File: src/rtl/pwm_pkg.sv
// Shared types and defaults for the PWM period/high-time meter.
package pwm_pkg;

    localparam int CNT_W_DEF = 8;

    typedef enum logic [1:0] {
        S_SYNC = 2'd0,
        S_HIGH = 2'd1,
        S_LOW  = 2'd2
    } state_t;

endpackage

File: src/rtl/pwm_edge_det.sv
// Samples i_pwm (two-flop synchronizer when PWM_MEAS_SYNC_EN is defined) and flags rising/falling edges.
// prev resets high so a level already high at reset release never reads as a rising edge.
module pwm_edge_det (
    input  logic i_clk,
    input  logic i_rst,
    input  logic i_pwm,
    output logic o_s,
    output logic o_rise,
    output logic o_fall
);
    logic s;
    logic s_ok;
    logic prev_q, prev_d;

`ifdef PWM_MEAS_SYNC_EN
    logic sync1_q, sync1_d;
    logic sync2_q, sync2_d;
    logic fill1_q, fill1_d;
    logic fill2_q, fill2_d;

    // fill flags mark when the synchronizer holds real samples instead of reset zeros
    always_comb begin
        sync1_d = i_pwm;
        sync2_d = sync1_q;
        fill1_d = 1'b1;
        fill2_d = fill1_q;
    end

    always_ff @(posedge i_clk) begin
        if (i_rst) begin
            sync1_q <= 1'b0;
            sync2_q <= 1'b0;
            fill1_q <= 1'b0;
            fill2_q <= 1'b0;
        end else begin
            sync1_q <= sync1_d;
            sync2_q <= sync2_d;
            fill1_q <= fill1_d;
            fill2_q <= fill2_d;
        end
    end

    assign s    = sync2_q;
    assign s_ok = fill2_q;
`else
    assign s    = i_pwm;
    assign s_ok = 1'b1;
`endif

    always_comb begin
        prev_d = s_ok ? s : 1'b1;
    end

    always_ff @(posedge i_clk) begin
        if (i_rst) prev_q <= 1'b1;
        else       prev_q <= prev_d;
    end

    assign o_s    = s;
    assign o_rise = s & ~prev_q;
    assign o_fall = ~s & prev_q;

endmodule

File: src/rtl/pwm_meas.sv
// Measures high time and period of i_pwm in clock cycles; flags a stuck input on counter timeout.
// Build option PWM_MEAS_SYNC_EN adds a two-flop input synchronizer (2 extra cycles of latency).
module pwm_meas
    import pwm_pkg::*;
#(
    parameter int CNT_W = CNT_W_DEF
) (
    input  logic             i_clk,
    input  logic             i_rst,
    input  logic             i_pwm,
    output logic [CNT_W-1:0] o_high,
    output logic [CNT_W-1:0] o_period,
    output logic             o_valid,
    output logic             o_stuck,
    output logic             o_level
);
    localparam logic [CNT_W-1:0] CNT_MAX = {CNT_W{1'b1}};
    localparam logic [CNT_W-1:0] CNT_ONE = {{(CNT_W-1){1'b0}}, 1'b1};

    state_t           state_q, state_d;
    logic [CNT_W-1:0] period_cnt_q, period_cnt_d;
    logic [CNT_W-1:0] high_cnt_q, high_cnt_d;
    logic [CNT_W-1:0] high_q, high_d;
    logic [CNT_W-1:0] period_q, period_d;
    logic [CNT_W-1:0] period_inc, high_inc;
    logic             valid_q, valid_d;
    logic             stuck_q, stuck_d;
    logic             level_q, level_d;
    logic             s, rise, fall;

    pwm_edge_det u_edge (
        .i_clk  (i_clk),
        .i_rst  (i_rst),
        .i_pwm  (i_pwm),
        .o_s    (s),
        .o_rise (rise),
        .o_fall (fall)
    );

    always_comb begin
        period_inc   = (period_cnt_q == CNT_MAX) ? CNT_MAX : period_cnt_q + CNT_ONE;
        high_inc     = (high_cnt_q == CNT_MAX) ? CNT_MAX : high_cnt_q + CNT_ONE;
        state_d      = state_q;
        period_cnt_d = period_cnt_q;
        high_cnt_d   = high_cnt_q;
        high_d       = high_q;
        period_d     = period_q;
        valid_d      = 1'b0;
        stuck_d      = stuck_q;
        level_d      = level_q;

        case (state_q)
            S_SYNC: begin
                if (rise) begin
                    state_d      = S_HIGH;
                    period_cnt_d = CNT_ONE;
                    high_cnt_d   = CNT_ONE;
                    stuck_d      = 1'b0;
                end
            end
            S_HIGH: begin
                period_cnt_d = period_inc;
                // a full-scale period means the input stopped toggling
                if (period_inc == CNT_MAX) begin
                    state_d = S_SYNC;
                    stuck_d = 1'b1;
                    level_d = s;
                end else if (fall) begin
                    state_d = S_LOW;
                end else begin
                    high_cnt_d = high_inc;
                end
            end
            S_LOW: begin
                if (rise) begin
                    high_d       = high_cnt_q;
                    period_d     = period_cnt_q;
                    valid_d      = 1'b1;
                    period_cnt_d = CNT_ONE;
                    high_cnt_d   = CNT_ONE;
                    state_d      = S_HIGH;
                end else begin
                    period_cnt_d = period_inc;
                    if (period_inc == CNT_MAX) begin
                        state_d = S_SYNC;
                        stuck_d = 1'b1;
                        level_d = s;
                    end
                end
            end
            default: state_d = S_SYNC;
        endcase
    end

    always_ff @(posedge i_clk) begin
        if (i_rst) begin
            state_q      <= S_SYNC;
            period_cnt_q <= '0;
            high_cnt_q   <= '0;
            high_q       <= '0;
            period_q     <= '0;
            valid_q      <= 1'b0;
            stuck_q      <= 1'b0;
            level_q      <= 1'b0;
        end else begin
            state_q      <= state_d;
            period_cnt_q <= period_cnt_d;
            high_cnt_q   <= high_cnt_d;
            high_q       <= high_d;
            period_q     <= period_d;
            valid_q      <= valid_d;
            stuck_q      <= stuck_d;
            level_q      <= level_d;
        end
    end

    assign o_high   = high_q;
    assign o_period = period_q;
    assign o_valid  = valid_q;
    assign o_stuck  = stuck_q;
    assign o_level  = level_q;

endmodule

File: config.mk
export PLATFORM = sky130hd
export DESIGN_NAME = pwm_meas
export DESIGN_NICKNAME = d
export VERILOG_FILES = /design/src/rtl/pwm_pkg.sv /design/src/rtl/pwm_edge_det.sv /design/src/rtl/pwm_meas.sv
export SDC_FILE = /design/constraint.sdc
export NUM_CORES = 1
export LEC_CHECK = 0
export ABC_AREA = 1
export BUFFER_PORTS_ARGS = -buffer_cell sky130_fd_sc_hd__buf_4
export CAP_MARGIN = 5
export CORE_MARGIN = 2
export CORE_UTILIZATION = 49
export CTS_CLUSTER_DIAMETER = 80
export DETAILED_ROUTE_END_ITERATION = 8
export PLACE_DENSITY = 0.82
export SETUP_SLACK_MARGIN = 0.05
export SYNTH_ARGS = -nofsm -noshare
export SYNTH_HDL_FRONTEND = slang
export SYNTH_SLANG_ARGS = --single-unit
File: constraint.sdc
create_clock -name i_clk -period 1.55 [get_ports i_clk]
set_input_delay 0 -clock i_clk [delete_from_list [all_inputs] [get_ports i_clk]]
set_output_delay 0 -clock i_clk [all_outputs]
set_load 0.005 [all_outputs]
==> summary.md, run 1 <==
| Metric | Value |
|---|---|
| WL per Instance | 14.8 µm |
| Worst skew pair latency | 0.30 ns |
| Die height | 66.6 µm |
| Achievable frequency | 543 MHz |
| Die W | 66.6 µm |
| Initial antenna violation count | 0 |
| Max Buffers Root-to-Sink | 2 |
| Max-cap violation count | 0 |
| Kind of end point of the critical path | flop |
| Seq/Total Area, Yosys | 0.396 |
| Clock Skews | 0.0125 ns |
| Tightest Hold Check Type | in -> reg |
| Avg Cell Area, Syn | 6.84 µm² |
| Critical-path cell list | ha_4 > nand2_4 > nor2_4 > nand2_4 > nand2_2 > nand2_2 > nor2_2 > nand3_2 > nand2_2 > nand2_4 > nand2_8 > nand2_2 > nand2_1 > nor2_1 |
| Crit-path slowest cell | dfxtp_4 |
| Non-Filler Instances | 402 |
| Worst-margin pin slew | 0.576 ns |
| Clock Sinks | 38 |
| Total track usage | 0.264 |
| CP peak stage delay | 0.38 ns |
| RSZ-0062 raised after global routing | yes |
| Post-synthesis cell type count | 27 |
| Final net count | 362 |
| Fin crit share | 1.19 |
| Synthesized net count | 290 |
| Slew HR | 0.616 |
| Cells after Synth | 281 |
| Max FO, Critical Path | 8 |
| H-Tree Depth | 2 |
| Core Util, Final | 0.767 |
| Overflow after GRT | 0 |
| Kind of critical path | reg -> reg |
| Sequential cell area | 772 µm² |
| Netlist Area Pre-Place | 1920 µm² |
| Final hold violations | 0 |
| WL met2 | 3.01 mm |
| Crit path DAT | 2.04 ns |
| Most frequent cells in the layout | 66 x buf_4, 43 x nand2_1, 33 x dfxtp_1 |
| Violated checks | negative setup slack |
| Gpl congestion | 0.907 |
| Fin. max-slew vios | 0 |
| Antenna cells | 0 |
| Status | complete, but fails checks |
| Top layer reached by signal wires | met4 |
| Routed met3 length | 309 µm |
| Number of global-route vias before repair | 2074 |
| Placed Cells | 379 |
| Synthesis-stage register bit count | 38 |
| Via/cell ratio | 5.54 |
| CTS clock-pin slew for the worst setup and hold paths | 0.08 ns |
| Layout cells sized above 1 | 0.395 |
| Sum Neg Setup Slack | -3.49 ns |
| Post-route ant nets | 0 |
| Largest net degree at the start of global routing | 30 |
| Post-Layout Inst Area | 2850 µm² |
| Power per Cell Area | 1330 nW/µm² |
| Area Overhead vs Synth | 48.1% |
| Crit-path leading delay family | simple AND/OR/NAND/NOR gates |
| Synth warnings | 0 |
| Initial DRC count | 190 |
| Total CTS buffers | 5 |
| Worst vdd ir | 776 µV |
| DR vias | 2226 |
| Footprint of the multi-input gates | 1190 µm² |
| Rows | 22 |
| Setup violators final | 17 |
| Core area | 3720 µm² |
| I/O Buffers | 21 |
| # DRC | 0 |
| Most frequent CP cell | nand2_2 |
| Wire length of the first global-routing pass | 8.89 mm |
| Initial Util | 0.518 |
| Leading area contributor after synthesis | dfxtp_1 |
| Fill cell count | 237 |
| CTS tree | done |
| Final setup margin | -0.290 ns |
| Buf/Inv on CP | 0 |
| Post-DP Area | 2410 µm² |
| Clock Tree Root | clkbuf_8 |
| Top-area cell type share of the netlist area | 0.396 |
| DP HPWL | 3.27 mm |
| Commonest non-fill, non-tap cell in the layout | buf_4 |
| Met1 wire length | 2.37 mm |
| P_leak | 1.34 nW |
| Minimum clock period | 1.84 ns |
| Drt total wl | 5.94 mm |
| TritonRoute pass-1 iters | 5 |
| Area contributors post-synth | dfxtp_1 40%, nand2_1 12%, o21ai_0 7.8% |
| Full die area | 4440 µm² |
| Worst EP required | 1.75 ns |
| I/O Pins | 22 |
| CP startpoint kind | flop |
[metal layers]
metal / track usage / vias up
met5: 0 / -
met4: 0.176 / 0
met3: 0.0659 / 28
met2: 0.455 / 98
met1: 0.283 / 1048
li1: - / 1052
[flip-flops by register name (all words and copies together), names as in the netlist]
signal,count
high_cnt_q,8
o_high,8
o_level,1
o_period,8
o_stuck,1
o_valid,1
period_cnt_q,8
state_q,2
u_edge.prev_q,1
[power by group]
part | total [W] | leakage [nW] | switching [W] | internal, W
sequential | 0.00120 | 0.311 | 0.0000983 | 0.00110
combinational | 0.00158 | 0.961 | 0.000933 | 0.000650
clock | 0.00102 | 0.0683 | 0.000373 | 0.000645
[through the flow]
step	power (W)	setup slack (ns)	hold WS [ns]
after floorplan	0.00193	-0.0542	0.121
after global placement	0.00230	-0.130	0.216
after detailed placement	0.00232	-0.187	0.229
after CTS	0.00347	-0.192	0.261
after global routing	0.00401	-0.430	0.368
final	0.00380	-0.290	0.306
[cell usage after synthesis]
master     n
o21ai_1    1
inv_1     34
xnor2_1    1
a21oi_1   25
xor2_1     1
ha_1       6
o21ai_0   30
a31oi_1    1
nor2_1    33
nand4_1    3
nor2_2     4
nand3_1   21
buf_1      1
nand2_8    1
o211a_1    1
nand2_4    1
nor2_4     1
o21bai_1   1
inv_2      1
nand2_2    5
clkbuf_1   6
a21oi_2    1
nand2_1   60
nor3_1     2
o21a_1     1
nand3_2    1
dfxtp_1   38
[timing repair]
action,CTS,global route
buffers inserted,9,4
pin swaps,20,17
endpoints found under the hold margin,11,0
resized for setup,26,33
hold buffers,2,0
endpoints found under the setup margin,30,37
cloned,1,0
[worst paths after layout]
path                   start         endpoint  slack (ns)  cells past startpoint
max          period_cnt_q[0]    high_cnt_q[4]       -0.29                     14
min                    i_pwm       state_q[1]        0.31                      7
max reg2reg  period_cnt_q[0]    high_cnt_q[4]       -0.29                     14
min reg2reg  period_cnt_q[7]  period_cnt_q[7]        0.47                      2
[cells by family after synthesis]
| group | count (synthesis) | share of synthesized area |
|---|---|---|
| compound gates | 61 | 0.167 |
| xor+xnor | 2 | 0.00911 |
| fa+ha+maj | 6 | 0.0390 |
| buf+inv | 42 | 0.0820 |
| flops | 38 | 0.396 |
| simple gates | 132 | 0.308 |
[layout make-up]
cell class | instances | area share
Clock buffer | 5 | 0.0242
Clock inverter | 3 | 0.0242
Multi-Input combinational cell | 202 | 0.418
Timing Repair Buffer | 71 | 0.196
Inverter | 35 | 0.0461
Sequential cell | 38 | 0.271
Tap cell | 48 | 0.0211
[worst min-delay path, delay by kind of cell]
kind	cells	cell delay [ns]
simple gates	5	0.45
buf+inv	2	0.12
(Power assumes the default switching activity.)
==> run 2, diff against run 1 <==
CELL_PAD_IN_SITES_DETAIL_PLACEMENT = 0   (was default)
CELL_PAD_IN_SITES_GLOBAL_PLACEMENT = 1   (was default)
CORE_UTILIZATION = 37   (was 49)
PLACE_DENSITY = 0.86   (was 0.82)
==> run 2 against run 1 <==
  * The run still ends with negative setup slack left
  * Final cell count rose by 5.7%
  * Sequential power barely moved
  * Via count fell by 8.5%
  * Clock-buffer cell count rose by 1
  * Core utilization fell by 19 points
  * Die area rose by 30%
  * Sequential cell count did not move
  * Global-route usage fell by 7.5 points
  * Largest cell class unchanged
  * Largest power group unchanged
==> summary.md, run 2 (synthesis results as in run 1) <==
| Metric | Value |
|---|---|
| DP HPWL | 3.39 mm (+3.7%) |
| Overflow after GRT | 0 (unchanged) |
| Clock Skews | 0.00805 ns (-0.00446 ns) |
| Kind of end point of the critical path | flop |
| H-Tree Depth | 2 (unchanged) |
| Drt total wl | 5.35 mm (-9.9%) |
| CTS clock-pin slew for the worst setup and hold paths | 0.08 ns (about the same) |
| Total CTS buffers | 5 (unchanged) |
| TritonRoute pass-1 iters | 4 (-1) |
| Area Overhead vs Synth | 53.5% |
| Post-Layout Inst Area | 2950 µm² (+3.6%) |
| Number of global-route vias before repair | 1942 (-6.4%) |
| CTS tree | done |
| Global-route met2 utilization | 0.313 (-0.142) |
| Max-cap violation count | 0 (unchanged) |
| Power per Cell Area | 1170 nW/µm² (-12%) |
| Fin. max-slew vios | 0 (unchanged) |
| Met3 Track Usage GR | 0.0486 (-0.0173) |
| Worst skew pair latency | 0.30 ns (about the same) |
| Commonest non-fill, non-tap cell in the layout | buf_4 |
| Initial DRC count | 124 (-35%) |
| WL per Instance | 12.6 µm (-15%) |
| Worst vdd ir | 571 µV (-26%) |
| Non-Filler Instances | 425 (+5.7%) |
| Min-Delay Path Depth | 7 (unchanged) |
| Core area | 5070 µm² (+37%) |
| Violated checks | negative setup slack |
| Final net count | 363 (+0.28%) |
| CP startpoint kind | flop |
| Kind of critical path | reg -> reg |
| FF-to-FF path depth | 14 (unchanged) |
| RSZ-0062 raised after global routing | yes |
| Die height | 76.1 µm (+14%) |
| Largest net degree at the start of global routing | 30 (unchanged) |
| Initial Util | 0.379 (-0.139) |
| Max Buffers Root-to-Sink | 2 (unchanged) |
| Top Usage Layer GRT | met2 |
| Total track usage | 0.189 (-0.0748) |
| Full die area | 5790 µm² (+30%) |
| Worst-margin pin slew | 0.398 ns (-0.178 ns) |
| I/O Buffers | 21 (unchanged) |
| Sum Neg Setup Slack | -2.43 ns (+1.06 ns) |
| I/O Pins | 22 (unchanged) |
| Met1 usage in global routing | 0.236 (-0.0467) |
| Layout cells sized above 1 | 0.400 (+0.00452) |
| Wire length of the first global-routing pass | 8.94 mm (+0.54%) |
| Final hold violations | 0 (unchanged) |
| Post-DP Area | 2450 µm² (+1.5%) |
| Hold Slack | 0.313 ns (+0.00634 ns) |
| Crit path DAT | 1.97 ns (-0.07 ns) |
| Clock Tree Root | clkbuf_8 |
| Slew HR | 0.733 (+0.117) |
| Die W | 76.1 µm (+14%) |
| Setup violators final | 14 (-3) |
| Rows | 26 (+18%) |
| # DRC | 0 (unchanged) |
| Initial antenna violation count | 0 (unchanged) |
| Antenna cells | 0 (unchanged) |
| Minimum clock period | 1.77 ns (-0.0704 ns) |
| Tightest Hold Check Type | in -> reg |
| P_leak | 1.34 nW (+0.32%) |
| Gpl congestion | 0.793 (-13%) |
| Max FO, Critical Path | 8 (unchanged) |
| Achievable frequency | 565 MHz (+4.0%) |
| Status | complete, but fails checks |
| Clock Sinks | 38 (unchanged) |
| Fin crit share | 1.14 (-0.0454) |
| Most frequent cells in the layout | 65 x buf_4, 42 x nand2_1, 35 x dfxtp_1 |
| Placed Cells | 402 (+6.1%) |
| Via/cell ratio | 4.79 (-13%) |
| Worst EP required | 1.75 ns (about the same) |
| Final setup margin | -0.220 ns (+0.0704 ns) |
| Post-route ant nets | 0 (unchanged) |
| DR vias | 2036 (-8.5%) |
## run 2: stage by stage
| stage | setup slack [ns] | utilization | total power (W) |
|---|---|---|---|
| 3_5_place_dp | -0.225 | 0.482 | 0.00239 |
| 5_1_grt | -0.340 | 0.582 | 0.00372 |
| 3_3_place_gp | -0.170 | 0.482 | 0.00237 |
| 4_1_cts | -0.203 | 0.544 | 0.00327 |
| 6_report | -0.220 | 0.582 | 0.00346 |
| 2_1_floorplan | -0.0542 | - | 0.00193 |
## run 2: critical path, cell delays in order (launching register included)
cell     delay, ns
dfxtp_4       0.37
ha_4          0.14
nand2_4       0.06
nor2_4        0.10
nand2_4       0.13
inv_2         0.10
nor2_2        0.05
nor2_2        0.14
nand3_4       0.14
nand2_4       0.12
nand2_8       0.09
nand2_8       0.11
nand2_2       0.05
nand2_1       0.06
nor2_1        0.04
## run 2: layout make-up
class,count,area [µm²]
clock inverters,2,11.3
flip-flops and latches,38,769
well taps,70,87.6
multi-input cells,202,1290
repair buffers,72,582
fillers,485,2120
inverters,35,131
clock buffers,6,82.6
## run 2: metal layers
layer,part of all wire,wire length [µm],vias to the layer above
met5,0,0,-
met4,0.011,61,0
met3,0.025,134,7
met2,0.50,2670,24
met1,0.46,2490,951
li1,-,-,1054
## run 2: worst paths after layout
path / startpoint / slack, ns / endpoint
setup / recovery: period_cnt_q[0] / -0.22 / high_cnt_q[4]
hold / removal: i_pwm / 0.31 / state_q[0]
setup reg to reg: period_cnt_q[0] / -0.22 / high_cnt_q[4]
hold reg to reg: period_cnt_q[6] / 0.48 / period_cnt_q[6]
## run 2: repair_timing
action / 4_1_cts / 5_1_grt
hold buffers: 2 / 0
cloned: 1 / 0
setup endpoints to repair: 26 / 36
setup buffers: 9 / 3
pin swaps: 25 / 22
resized for setup: 31 / 47
hold endpoints to repair: 11 / 0
## run 2: power by group
part	internal, W	total, W	leakage (nW)	switching, W
Combinational	0.000650	0.00154	0.983	0.000892
Sequential	0.00110	0.00117	0.310	0.0000774
Clock	0.000359	0.000739	0.0515	0.000380
Total	0.00211	0.00346	1.34	0.00135
==> run 3, diff against run 2 <==
PLACE_DENSITY = default   (was 0.86)
PLACE_DENSITY_LB_ADDON = 0.1   (was default)
SETUP_SLACK_MARGIN = 0.1   (was 0.05)
==> run 3 against run 2 <==
  * The flow still finishes with violations (negative setup slack)
  * Clock power is 38% higher
  * Final cell count decreased by 1.9%
  * Wire length is 7.2% lower
  * Register-to-register slack barely moved
  * Global-route usage is 1.0 points lower
  * Clock-buffer cell count down 1
  * First-iteration DRC count fell by 44%
  * Die area did not move
  * Hold slack got worse by 0.0053 ns
  * Core utilization fell by 3.7 points
  * Clock skew down 0.0033 ns
  * Sequential power hardly changed
  * Critical path type unchanged
  * Highest routed layer unchanged
==> summary.md, run 3 (synthesis results as in run 1) <==
| Metric | Value |
|---|---|
| Status | complete, but fails checks |
| Violated checks | negative setup slack |
| Max Buffers Root-to-Sink | 2 (unchanged) |
| CP peak stage delay | 0.38 ns (about the same) |
| Gpl congestion | 0.814 (+2.6%) |
| Rows | 26 (unchanged) |
| Die height | 76.1 µm (unchanged) |
| Slew HR | 0.633 (-0.0995) |
| R2R Path Start | period_cnt_q[1] |
| Crit-path slowest cell | dfxtp_4 |
| Layout cells sized above 1 | 0.317 (-0.0830) |
| CP startpoint kind | flop |
| P_leak | 1.29 nW (-3.9%) |
| Fill cell count | 503 (+3.7%) |
| Drt total wl | 4.97 mm (-7.2%) |
| Worst skew pair latency | 0.29 ns (about the same) |
| Final net count | 355 (-2.2%) |
| Area Overhead vs Synth | 43.6% |
| Antenna cells | 0 (unchanged) |
| Die W | 76.1 µm (unchanged) |
| Full die area | 5790 µm² (unchanged) |
| Clock Skews | 0.00480 ns (-0.00325 ns) |
| Total CTS buffers | 5 (unchanged) |
| Sum Neg Setup Slack | -2.12 ns (+0.312 ns) |
| Crit path from | period_cnt_q[1] |
| Critical-path cell list | ha_4 > nand2_4 > nor2_4 > nand2_4 > nand2_2 > nand2_2 > nor2_4 > nand3_4 > nand2_4 > nand2_8 > nand2_8 > nand2_1 > nand2_1 > nor2_1 |
| Final setup margin | -0.221 ns (-0.00108 ns) |
| DR vias | 1975 (-3.0%) |
| Max-cap violation count | 0 (unchanged) |
| I/O Pins | 22 (unchanged) |
| Hold Path Origin | i_pwm |
| RSZ-0062 raised after global routing | yes |
| # DRC | 0 (unchanged) |
| Total track usage | 0.179 (-0.0104) |
| Setup violators final | 12 (-2) |
| Crit path DAT | 1.96 ns (about the same) |
| Final hold violations | 0 (unchanged) |
| Fin. max-slew vios | 0 (unchanged) |
| Overflow after GRT | 0 (unchanged) |
| Core area | 5070 µm² (unchanged) |
| Initial antenna violation count | 0 (unchanged) |
| Worst EP required | 1.74 ns (about the same) |
| Kind of end point of the critical path | flop |
| Minimum clock period | 1.77 ns (+0.00108 ns) |
| Max FO, Critical Path | 8 (unchanged) |
| Achievable frequency | 565 MHz (about the same) |
| Worst vdd ir | 820 µV (+44%) |
| Largest net degree at the start of global routing | 29 (-3.3%) |
| Most frequent CP cell | nand2_4 |
| WL per Instance | 11.9 µm (-5.4%) |
| Initial DRC count | 70 (-44%) |
| Wire length of the first global-routing pass | 8.38 mm (-6.3%) |
| Tightest Hold Check Type | in -> reg |
| Kind of critical path | reg -> reg |
| I/O Buffers | 21 (unchanged) |
| Commonest non-fill, non-tap cell in the layout | buf_4 |
| Power per Cell Area | 1300 nW/µm² (+11%) |
| H-Tree Depth | 2 (unchanged) |
| Fin crit share | 1.14 (about the same) |
| CTS clock-pin slew for the worst setup and hold paths | 0.08 ns (about the same) |
| Most frequent cells in the layout | 60 x buf_4, 52 x nand2_1, 34 x dfxtp_1 |
| Number of global-route vias before repair | 1777 (-8.5%) |
| Clock Sinks | 38 (unchanged) |
| TritonRoute pass-1 iters | 4 (unchanged) |
| CTS tree | done |
| DP HPWL | 3.47 mm (+2.2%) |
| Via/cell ratio | 4.74 (-1.1%) |
| Pwr Total | 0.00359 W (+3.9%) |
| Worst-margin pin slew | 0.550 ns (+0.152 ns) |
| Post-route ant nets | 0 (unchanged) |
| Clock Tree Root | clkbuf_8 |
| Initial Util | 0.379 (unchanged) |
==> run 3: layout make-up <==
cell class / count / area (µm²) / area share
clock buffer: 5 / 68.8 / 0.0249
clock inverter: 3 / 68.8 / 0.0249
inverter: 35 / 131 / 0.0476
multi-input combinational: 202 / 1140 / 0.413
sequential: 38 / 771 / 0.279
tap: 70 / 87.6 / 0.0317
timing repair buffer: 64 / 493 / 0.179
==> run 3: routing by layer <==
metal / vias up / share of wire / global-route usage / routed length (µm)
met2: 42 / 0.46 / 0.280 / 2270
met3: 8 / 0.033 / 0.0427 / 163
met5: - / 0 / 0 / 0
met4: 0 / 0.012 / 0.0600 / 59
li1: 1039 / - / - / -
met1: 886 / 0.50 / 0.243 / 2480
==> run 3: critical path: cells and delay by family, from the launching register on <==
kind / cells / cell delay (ns)
fa+ha+maj: 1 / 0.15
simple gates: 13 / 1.15
flops: 1 / 0.38
==> run 3: worst paths after layout <==
| check | to | slack, ns | depth (start not counted) |
|---|---|---|---|
| setup / recovery | high_cnt_q[4] | -0.22 | 14 |
| hold / removal | state_q[0] | 0.31 | 6 |
| setup reg to reg | high_cnt_q[4] | -0.22 | 14 |
| hold reg to reg | period_cnt_q[7] | 0.47 | 2 |
==> run 3: stage by stage <==
step	instances	instance area [µm²]	setup WS [ns]	hold WS, ns	util
floorplan	281	1950	-0.0542	0.121	-
global placement	401	2440	-0.194	0.219	0.481
detailed placement	401	2440	-0.213	0.224	0.481
CTS	415	2670	-0.188	0.286	0.525
global route	417	2760	-0.320	0.342	0.544
finish	417	2760	-0.221	0.307	0.544
==> run 3: power by group <==
part           switching [W]  total (W)  internal (W)  leakage, nW
clock               0.000379    0.00102      0.000645       0.0683
sequential         0.0000805    0.00118       0.00110        0.311
combinational       0.000783    0.00138      0.000602        0.914
==> run 3: repair_timing <==
action,4_1_cts,5_1_grt
cloned,1,0
pin swaps,5,12
hold buffers,2,0
hold endpoints to repair,11,0
gates resized for setup,12,20
setup endpoints to repair,31,36
buffers inserted,3,2
